<file path="src/rtl/onehot_serializer_if.sv">
// Handshake bundle between the one-hot serializer and its surroundings.
// master: the serializer side (drives the grant and busy).
// slave:  the requester/consumer side (drives requests and ready).
interface onehot_serializer_if #(
  parameter int n = 3
);
  localparam int W = 2 ** n;

  logic [W-1:0] req_in;
  logic         req_load;
  logic [W-1:0] oh_out;
  logic         oh_valid;
  logic         oh_ready;
  logic         busy;

  modport master (
    input  req_in,
    input  req_load,
    input  oh_ready,
    output oh_out,
    output oh_valid,
    output busy
  );

  modport slave (
    output req_in,
    output req_load,
    output oh_ready,
    input  oh_out,
    input  oh_valid,
    input  busy
  );
endinterface

</file>
<file path="src/rtl/onehot_serializer.sv">
// One-hot serializer: collects a multi-bit request set and offers it one bit
// at a time, round-robin, as a strictly one-hot word under valid/ready.
// The downstream index encoder ORs indices of set bits, so the grant must be
// one-hot whenever oh_valid is high; the grant never changes while stalled.
module onehot_serializer #(
  parameter int n = 3
) (
  input logic                clk,
  input logic                rst,
  onehot_serializer_if.master bus
);
  localparam int W = 2 ** n;

  localparam logic [0:0] IDLE  = 1'b0;
  localparam logic [0:0] OFFER = 1'b1;

  // First set bit of v at index >= p, scanning upward and wrapping W-1 -> 0.
  // Returns all-zero when v is empty.
  function automatic logic [W-1:0] rr_pick(input logic [W-1:0] v,
                                           input logic [n-1:0] p);
    logic [W-1:0] g;
    logic         found;
    logic [n-1:0] k;
    g     = '0;
    found = 1'b0;
    for (int i = 0; i < W; i++) begin
      k = p + n'(i);  // n-bit sum wraps naturally
      if (!found && v[k]) begin
        g[k]  = 1'b1;
        found = 1'b1;
      end
    end
    return g;
  endfunction

  // Index of a one-hot word (OR of the indices of all set bits).
  function automatic logic [n-1:0] oh_index(input logic [W-1:0] v);
    logic [n-1:0] r;
    r = '0;
    for (int i = 0; i < W; i++) begin
      if (v[i]) r = r | n'(i);
    end
    return r;
  endfunction

  logic [0:0]   state;
  logic [W-1:0] pending;
  logic [n-1:0] ptr;
  logic [W-1:0] grant;
  logic         grant_valid;

  logic         acc;
  logic [W-1:0] clr;
  logic [W-1:0] pend_nx;
  logic [n-1:0] ptr_nx;
  logic [W-1:0] pick;

  // Next-state terms: accepted bit cleared, new requests set (set wins),
  // pointer advanced past an accepted grant, next round-robin candidate.
  // NOTE: every always_comb output gets a value on every path, so no latch is inferred.
  always_comb begin
    acc     = (state == OFFER) && bus.oh_ready;
    clr     = acc ? grant : '0;
    pend_nx = (pending & ~clr) | (bus.req_load ? bus.req_in : '0);
    ptr_nx  = acc ? (oh_index(grant) + n'(1)) : ptr;
    pick    = rr_pick(pend_nx, ptr_nx);
  end

  // Pending set, pointer and offer register; the offer only changes on
  // leaving IDLE or on an accept, never while the consumer stalls.
  // NOTE: state registers use non-blocking assignments so every flop samples pre-edge values.
  always_ff @(posedge clk or posedge rst) begin
    if (rst) begin
      state       <= IDLE;
      pending     <= '0;
      ptr         <= '0;
      grant       <= '0;
      grant_valid <= 1'b0;
    end else begin
      pending <= pend_nx;
      ptr     <= ptr_nx;
      case (state)
        IDLE: begin
          if (|pend_nx) begin
            grant       <= pick;
            grant_valid <= 1'b1;
            state       <= OFFER;
          end
        end
        OFFER: begin
          if (acc) begin
            if (|pick) begin
              grant <= pick;
            end else begin
              grant       <= '0;
              grant_valid <= 1'b0;
              state       <= IDLE;
            end
          end
        end
        default: begin
          grant       <= '0;
          grant_valid <= 1'b0;
          state       <= IDLE;
        end
      endcase
    end
  end

  assign bus.oh_out   = grant;
  assign bus.oh_valid = grant_valid;
  assign bus.busy     = |pending;
endmodule

</file>
<file path="src/flat_wrapper.sv">
// flat-port wrapper written by rule: the top's interface ports become plain ports
module onehot_serializer_flat 
#(
  parameter int n = 3
)
  (clk, rst, bus_req_in, bus_req_load, bus_oh_ready, bus_oh_out, bus_oh_valid, bus_busy);
  onehot_serializer_if #(.n(n)) bus_i ();
  input logic clk;
  input logic rst;
  input wire logic [$bits(bus_i.req_in)-1:0] bus_req_in;
  input wire logic [$bits(bus_i.req_load)-1:0] bus_req_load;
  input wire logic [$bits(bus_i.oh_ready)-1:0] bus_oh_ready;
  output wire logic [$bits(bus_i.oh_out)-1:0] bus_oh_out;
  output wire logic [$bits(bus_i.oh_valid)-1:0] bus_oh_valid;
  output wire logic [$bits(bus_i.busy)-1:0] bus_busy;
  assign bus_i.req_in = bus_req_in;
  assign bus_i.req_load = bus_req_load;
  assign bus_i.oh_ready = bus_oh_ready;
  assign bus_oh_out = bus_i.oh_out;
  assign bus_oh_valid = bus_i.oh_valid;
  assign bus_busy = bus_i.busy;
  onehot_serializer #(.n(n)) u_core (.clk(clk), .rst(rst), .bus(bus_i));
endmodule
</file>
<file path="config.mk">
export PLATFORM = sky130hd
export DESIGN_NAME = onehot_serializer_flat
export DESIGN_NICKNAME = d
export VERILOG_FILES = /design/src/rtl/onehot_serializer_if.sv /design/src/rtl/onehot_serializer.sv /design/src/flat_wrapper.sv
export SDC_FILE = /design/constraint.sdc
export NUM_CORES = 1
export LEC_CHECK = 0
export BUFFER_PORTS_ARGS = -buffer_cell sky130_fd_sc_hd__buf_2
export CORE_ASPECT_RATIO = 1.2
export CORE_MARGIN = 2
export CORE_UTILIZATION = 40
export CTS_CLUSTER_DIAMETER = 40
export DETAILED_ROUTE_END_ITERATION = 12
export SETUP_SLACK_MARGIN = 0.02
export SKIP_CTS_REPAIR_TIMING = 1
export SYNTH_ARGS = -nofsm -noshare
export SYNTH_HDL_FRONTEND = slang
export SYNTH_SLANG_ARGS = --single-unit
</file>
<file path="constraint.sdc">
create_clock -name clk -period 7.4 [get_ports clk]
set_input_delay 2.22 -clock clk [delete_from_list [all_inputs] [get_ports clk]]
set_output_delay 2.22 -clock clk [all_outputs]
set_load 0.02 [all_outputs]
</file>
# Word-level counts from Yosys, hierarchy flattened

Cells that the tools add are included.

Input bits: 12
Logic and storage cells: 140
Register bits: 21

Reductions and logical operators: 28
Add/subtract/negate cells: 8
$lt $le $gt $ge: 16
Equal/unequal tests: 3
Mux-type cells: 69
Bitwise logic cells: 11

Operators with widths:

| kind                                                        | count |
|---|---|
| 2-to-1 mux 8 bit                                            | 13 |
| bitwise OR 8 bit                                            | 8 |
| less-than comparator 3 x 4 -> 1 bit (second input constant) | 8 |
| 2-to-1 mux 1 bit                                            | 30 |
| binary-select mux 1 bit (select 3 bit)                      | 8 |
| demux 1 bit (select 3 bit)                                  | 8 |
| >= comparator 3 x 1 -> 1 bit (second input constant)        | 8 |
| OR reduction 8 bit                                          | 3 |
| logical AND 1 bit                                           | 16 |
| one-hot mux 8 bit (2 select lines)                          | 1 |
| 2-to-1 mux 3 bit                                            | 5 |
| adder 3 bit (second input constant)                         | 4 |
| bitwise AND 8 bit                                           | 1 |
| inverter 8 bit                                              | 1 |
| zero test 1 bit                                             | 7 |
| adder 3 x 1 -> 3 bit (second input constant)                | 2 |
| adder 3 x 2 -> 3 bit (second input constant)                | 2 |
| 2-to-1 mux 2 bit                                            | 2 |
| != test 2 bit (second input constant)                       | 2 |
| one-hot mux 1 bit (2 select lines)                          | 2 |
| AND reduction 3 bit                                         | 1 |
| != test 2 x 1 -> 1 bit (second input constant)              | 1 |
| AND reduction 2 bit                                         | 1 |
| inverter 1 bit                                              | 1 |

# Longest topological paths before layout

Depth in word-level cells: 37
Gate-level depth with buffers: 19
Mapped depth without buffers: 16

# Worst setup path before layout

No wires, ideal clock.

Path type: input port to flip-flop
From: in bus_oh_ready
To: reg u_core.grant_valid, in the netlist u_core.bus.oh_valid
Arrival time: 5094 ps
Cell stages on the path: 15
Slack: 2173 ps
Data required time: 7267 ps
Library setup time: 133 ps
Buffers on the path: 4
Path through: nand2_2 > mux2i_1 > buf_6 > inv_8 > buf_2 > buf_2 > ha_1 > clkbuf_1 > mux4_2 > o211a_1 > nor4b_2 > a221oi_2 > nand3_1 > nor4_2 > a21oi_1

Elaborated cells between the ends (all ways): 111
Classes of those cells: 7 x add/sub; 16 x order compare; 3 x eq/ne; 49 x mux; 10 x bitwise; 26 x reduce/logical

RTL lines:

| element                                                                      | line                     | text |
|---|---|---|
| from (decl)                                                                  | flat_wrapper.sv:12       | `input wire logic [$bits(bus_i.oh_ready)-1:0] bus_oh_ready;` |
| logical AND 1 bit *                                                          | onehot_serializer.sv:62  | `acc = (state == OFFER) && bus.oh_ready;` |
| 2-to-1 mux 3 bit *                                                           | onehot_serializer.sv:65  | `ptr_nx = acc ? (oh_index(grant) + n'(1)) : ptr;` |
| via u_core.ptr_nx[0]                                                         | onehot_serializer.sv:55  | `logic [n-1:0] ptr_nx;` |
| branches (longest 23 deep; another with less-than comparator 3 x 4 -> 1 bit) | --                       |  |
| 2-to-1 mux 8 bit *                                                           | onehot_serializer.sv:28  | `if (!found && v[k]) begin` |
| OR reduction 8 bit *                                                         | onehot_serializer.sv:92  | `if (\|pick) begin` |
| != test 2 bit (no line) *                                                    | --                       |  |
| AND reduction 3 bit (no line) *                                              | --                       |  |
| to (signal assigned)                                                         | onehot_serializer.sv:86  | `grant_valid <= 1'b1;` |
| to (signal assigned)                                                         | onehot_serializer.sv:96  | `grant_valid <= 1'b0;` |
| to (signal assigned)                                                         | onehot_serializer.sv:103 | `grant_valid <= 1'b0;` |
| to (decl)                                                                    | onehot_serializer.sv:50  | `logic grant_valid;` |

Mark *: on every way through the listed nets, which the timed path passes. The select of a mux whose other input is x is not followed.
A chain may end at the register's enable or synchronous reset.

# Final worst setup path

From: in bus_oh_ready
To: reg u_core.grant_valid, in the netlist u_core.bus.oh_valid

Longest elaborated chain between the ends: 32
Elaborated cells between the ends (all ways): 111
Classes of those cells: 7 x add/sub; 16 x order compare; 3 x eq/ne; 49 x mux; 10 x bitwise; 26 x reduce/logical

RTL lines:

| element                                                                      | line |
|---|---|
| logical AND 1 bit *                                                          | onehot_serializer.sv:62 |
| branches (longest 30 deep; another with less-than comparator 3 x 4 -> 1 bit) | -- |
| AND reduction 3 bit (no line) *                                              | -- |

Every way passes the cells marked *. The select of a mux whose other input is x is not followed.

==> metrics.md <==
| Metric | Value |
|---|---|
| Outcome | finished clean |
| Fraction of final layout cells sized beyond drive strength 1 | 23.3% |
| Cell depth of the worst flop-to-flop path | 17 |
| Total grt overflow | 0 |
| First-pass GRT wire length | 13.9 mm |
| Total clock buffers created by CTS | 3 |
| Startpoint Class | input port |
| Routability-driven placement congestion ratio | 0.940 |
| Mapped Avg Cell Area | 8.45 sq um |
| Number of antenna violations at the first check in global routing | 0 |
| Most frequent cells after synthesis | 34 x sky130_fd_sc_hd__nand3_1, 27 x sky130_fd_sc_hd__nor2_1, 24 x sky130_fd_sc_hd__mux2i_1, 21 x sky130_fd_sc_hd__dfrtp_1, 20 x sky130_fd_sc_hd__nand2_1 |
| CP Capture Type | register |
| Number of storage elements in the synthesis netlist | 21 |
| Largest net degree at the start of global routing | 30 |
| Post-Route Utilization | 43.8% |
| Post-route clock skew | 0.00300 ns |
| Die Area | 0.00717 sq mm |
| Final setup violation count | 0 |
| # IOs | 22 |
| Setup repair after global routing missed its margin | false |
| Yosys warning count | 0 |
| Total vias in the final route | 2682 |
| Hpwl dp | 6.35 mm |
| Accumulated negative setup slack | 0 ns |
| Detail-routed net length per standard cell | 20.8 um |
| DRT Pass-1 Iters | 6 |
| Aggregate global-route resource usage | 24.3% |
| Final period util | 74.9% |
| Effective utilization at floorplan | 40.9% |
| HP Class | reg -> reg |
| Largest cells by area after synthesis | sky130_fd_sc_hd__dfrtp_1 20%, sky130_fd_sc_hd__mux2i_1 9.2%, sky130_fd_sc_hd__nand3_1 6.5% |
| Worst-Margin Slew | 0.788 ns |
| Worst-case headroom to the max-slew limit | 47.4% |
| Die Span X | 77.6 um |
| Root cell of the clock tree | sky130_fd_sc_hd__clkbuf_8 |
| Cell with the most instances after synthesis | sky130_fd_sc_hd__nand3_1 |
| Hold Fails Final Rpt | 0 |
| Clock tree from TritonCTS | done |
| Worst hold path stage count | 2 |
| Number of maximum-capacitance violations | 0 |
| Total of buffers placed on input and output ports | 21 |
| Synthesized net count | 322 |
| CORE AREA | 0.00637 sq mm |
| Fin nets | 332 |
| H-Tree Level Count | 1 |
| Antenna diodes | 0 |
| Top-area cell type share of the netlist area | 20.2% |
| Total wire length | 8.35 mm |
| Via count of the first global-routing pass | 2590 |
| Worst Hold Margin | 0.555 ns |
| Detailed-route vias per instance | 6.67 |
| Clk Latency, worst-skew pair | 0.27 ns |
| Top flip-flop cell by instance count after synthesis | sky130_fd_sc_hd__dfrtp_1 |
| Data required, critical path | 7.54 ns |
| Clock period minus worst slack | 5.55 ns |
| Maximum root-to-sink buffer count | 2 |
| Antenna-violating nets left | 0 |
| Total number of clock tree sinks | 21 |
| Y dimension of the die | 92.4 um |
| Async set-reset flop share out of synthesis | 100% |
| Maximum fanout count along the critical path | 21 |
| Standard-cell rows | 32 |
| WP data arrival | 5.69 ns |
| Fraction of the yosys area taken by sequential cells | 20.2% |
| Synth unique cells | 57 |
| Summed instance area of the synthesized netlist | 0.00260 sq mm |
| Clock-pin slew reported for the worst setup and hold paths after clock tree synthesis | 0.07 ns |
| Fill count | 611 |
| Fmax | 0.180 GHz |
| Worst Setup Path Type | in -> reg |
| Post-route DRC violation count | 0 |
| Number of enable-type register cells in the synthesized netlist | 0 |
| Max-slew violation total from the final report | 0 |
| Iteration-0 DRC Markers | 326 |
| Area added between synthesis and finish | 7.02% |
| Area leader, netlist | sky130_fd_sc_hd__dfrtp_1 |
| Number of instances in the synthesized netlist | 308 |
==> critical path: stages <==
cell and delay, ns:
sky130_fd_sc_hd__buf_2 0.23, sky130_fd_sc_hd__a21bo_2 0.16, sky130_fd_sc_hd__and2_1 0.12, sky130_fd_sc_hd__buf_4 0.29
sky130_fd_sc_hd__inv_2 0.20, sky130_fd_sc_hd__ha_1 0.26, sky130_fd_sc_hd__inv_1 0.08, sky130_fd_sc_hd__nand3_1 0.09
sky130_fd_sc_hd__nand2_1 0.41, sky130_fd_sc_hd__mux4_2 0.69, sky130_fd_sc_hd__mux2i_1 0.16, sky130_fd_sc_hd__a22oi_1 0.19
sky130_fd_sc_hd__nand3_1 0.14, sky130_fd_sc_hd__nor4_2 0.32, sky130_fd_sc_hd__a21oi_1 0.11
==> placed cells by master, fill, tap and decap left out, drive strengths merged, types with 2 or more instances in the layout <==
master	count
a32oi	6
a31oi	2
and2	3
nand3	34
nand4	7
dfrtp	21
inv	19
a221oi	4
and3	3
mux4	4
nand2	22
nor4	14
a32o	4
o22ai	3
a211oi	4
or4	2
o21ai	8
buf	23
ha	2
a21oi	12
nor2	29
o311ai	2
or3	2
clkbuf	4
a22oi	17
mux2	10
mux2i	29
o211a	2
nor3	14
==> logic make-up (layout without fill, tap and decap cells) <==
family	Yosys count	in the layout	synth area share (%)
xor gates and xnor gates	1	1	0.337
DFF	21	21	20.2
adders and majority gates	2	2	0.961
buffers and inverters	37	46	6.92
and+or+nand+nor	134	134	28.4
muxes	43	43	21.1
AOI/OAI and AO/OA	70	70	22.1
==> flip-flops by register name, indices dropped and copies added (netlist names) <==
name / flops
u_core.state: 1
u_core.bus.oh_out: 8
u_core.ptr: 3
u_core.pending: 8
u_core.bus.oh_valid: 1
==> layer usage <==
layer | global-route usage, % | up-vias | share of wire (%)
li1 | - | 1209 | -
met4 | 10.7 | 0 | 4.3
met3 | 2.14 | 33 | 6.4
met2 | 41.9 | 142 | 50
met1 | 30.9 | 1298 | 39
met5 | 0 | - | 0
==> path summary, 6_finish.rpt <==
path                                       from                   end  slack (ns)
max reg2reg                u_core.bus.oh_out[1]   u_core.bus.oh_valid        2.68
min in group asynchronous                   rst  u_core.bus.oh_out[1]        2.09
min                         u_core.bus.oh_valid   u_core.bus.oh_valid        0.55
max in group asynchronous                   rst     u_core.pending[3]        4.82
max                                bus_oh_ready   u_core.bus.oh_valid        1.85
min reg2reg                 u_core.bus.oh_valid   u_core.bus.oh_valid        0.55
==> area by class of cell <==
type	count	area (sq um)	share of cell area, %
well taps	85	106	3.82
inverters	19	78.8	2.83
multi-input cells	250	1910	68.6
flip-flops and latches	21	526	18.9
repair buffers	23	120	4.31
clock buffers	4	45.0	1.62
==> per-stage QoR <==
step | area [sq um] | instances | worst slack, ns
after floorplan | 2600 | 308 | 2.17
after global placement | 2740 | 398 | 1.63
after detailed placement | 2740 | 398 | 1.64
after CTS | 2790 | 402 | 1.91
after global routing | 2790 | 402 | 1.53
final | 2790 | 402 | 1.85
Power is left out: the tool's default activity adds up to more than one toggle a clock period on the data nets, which glitch-free logic cannot reach.
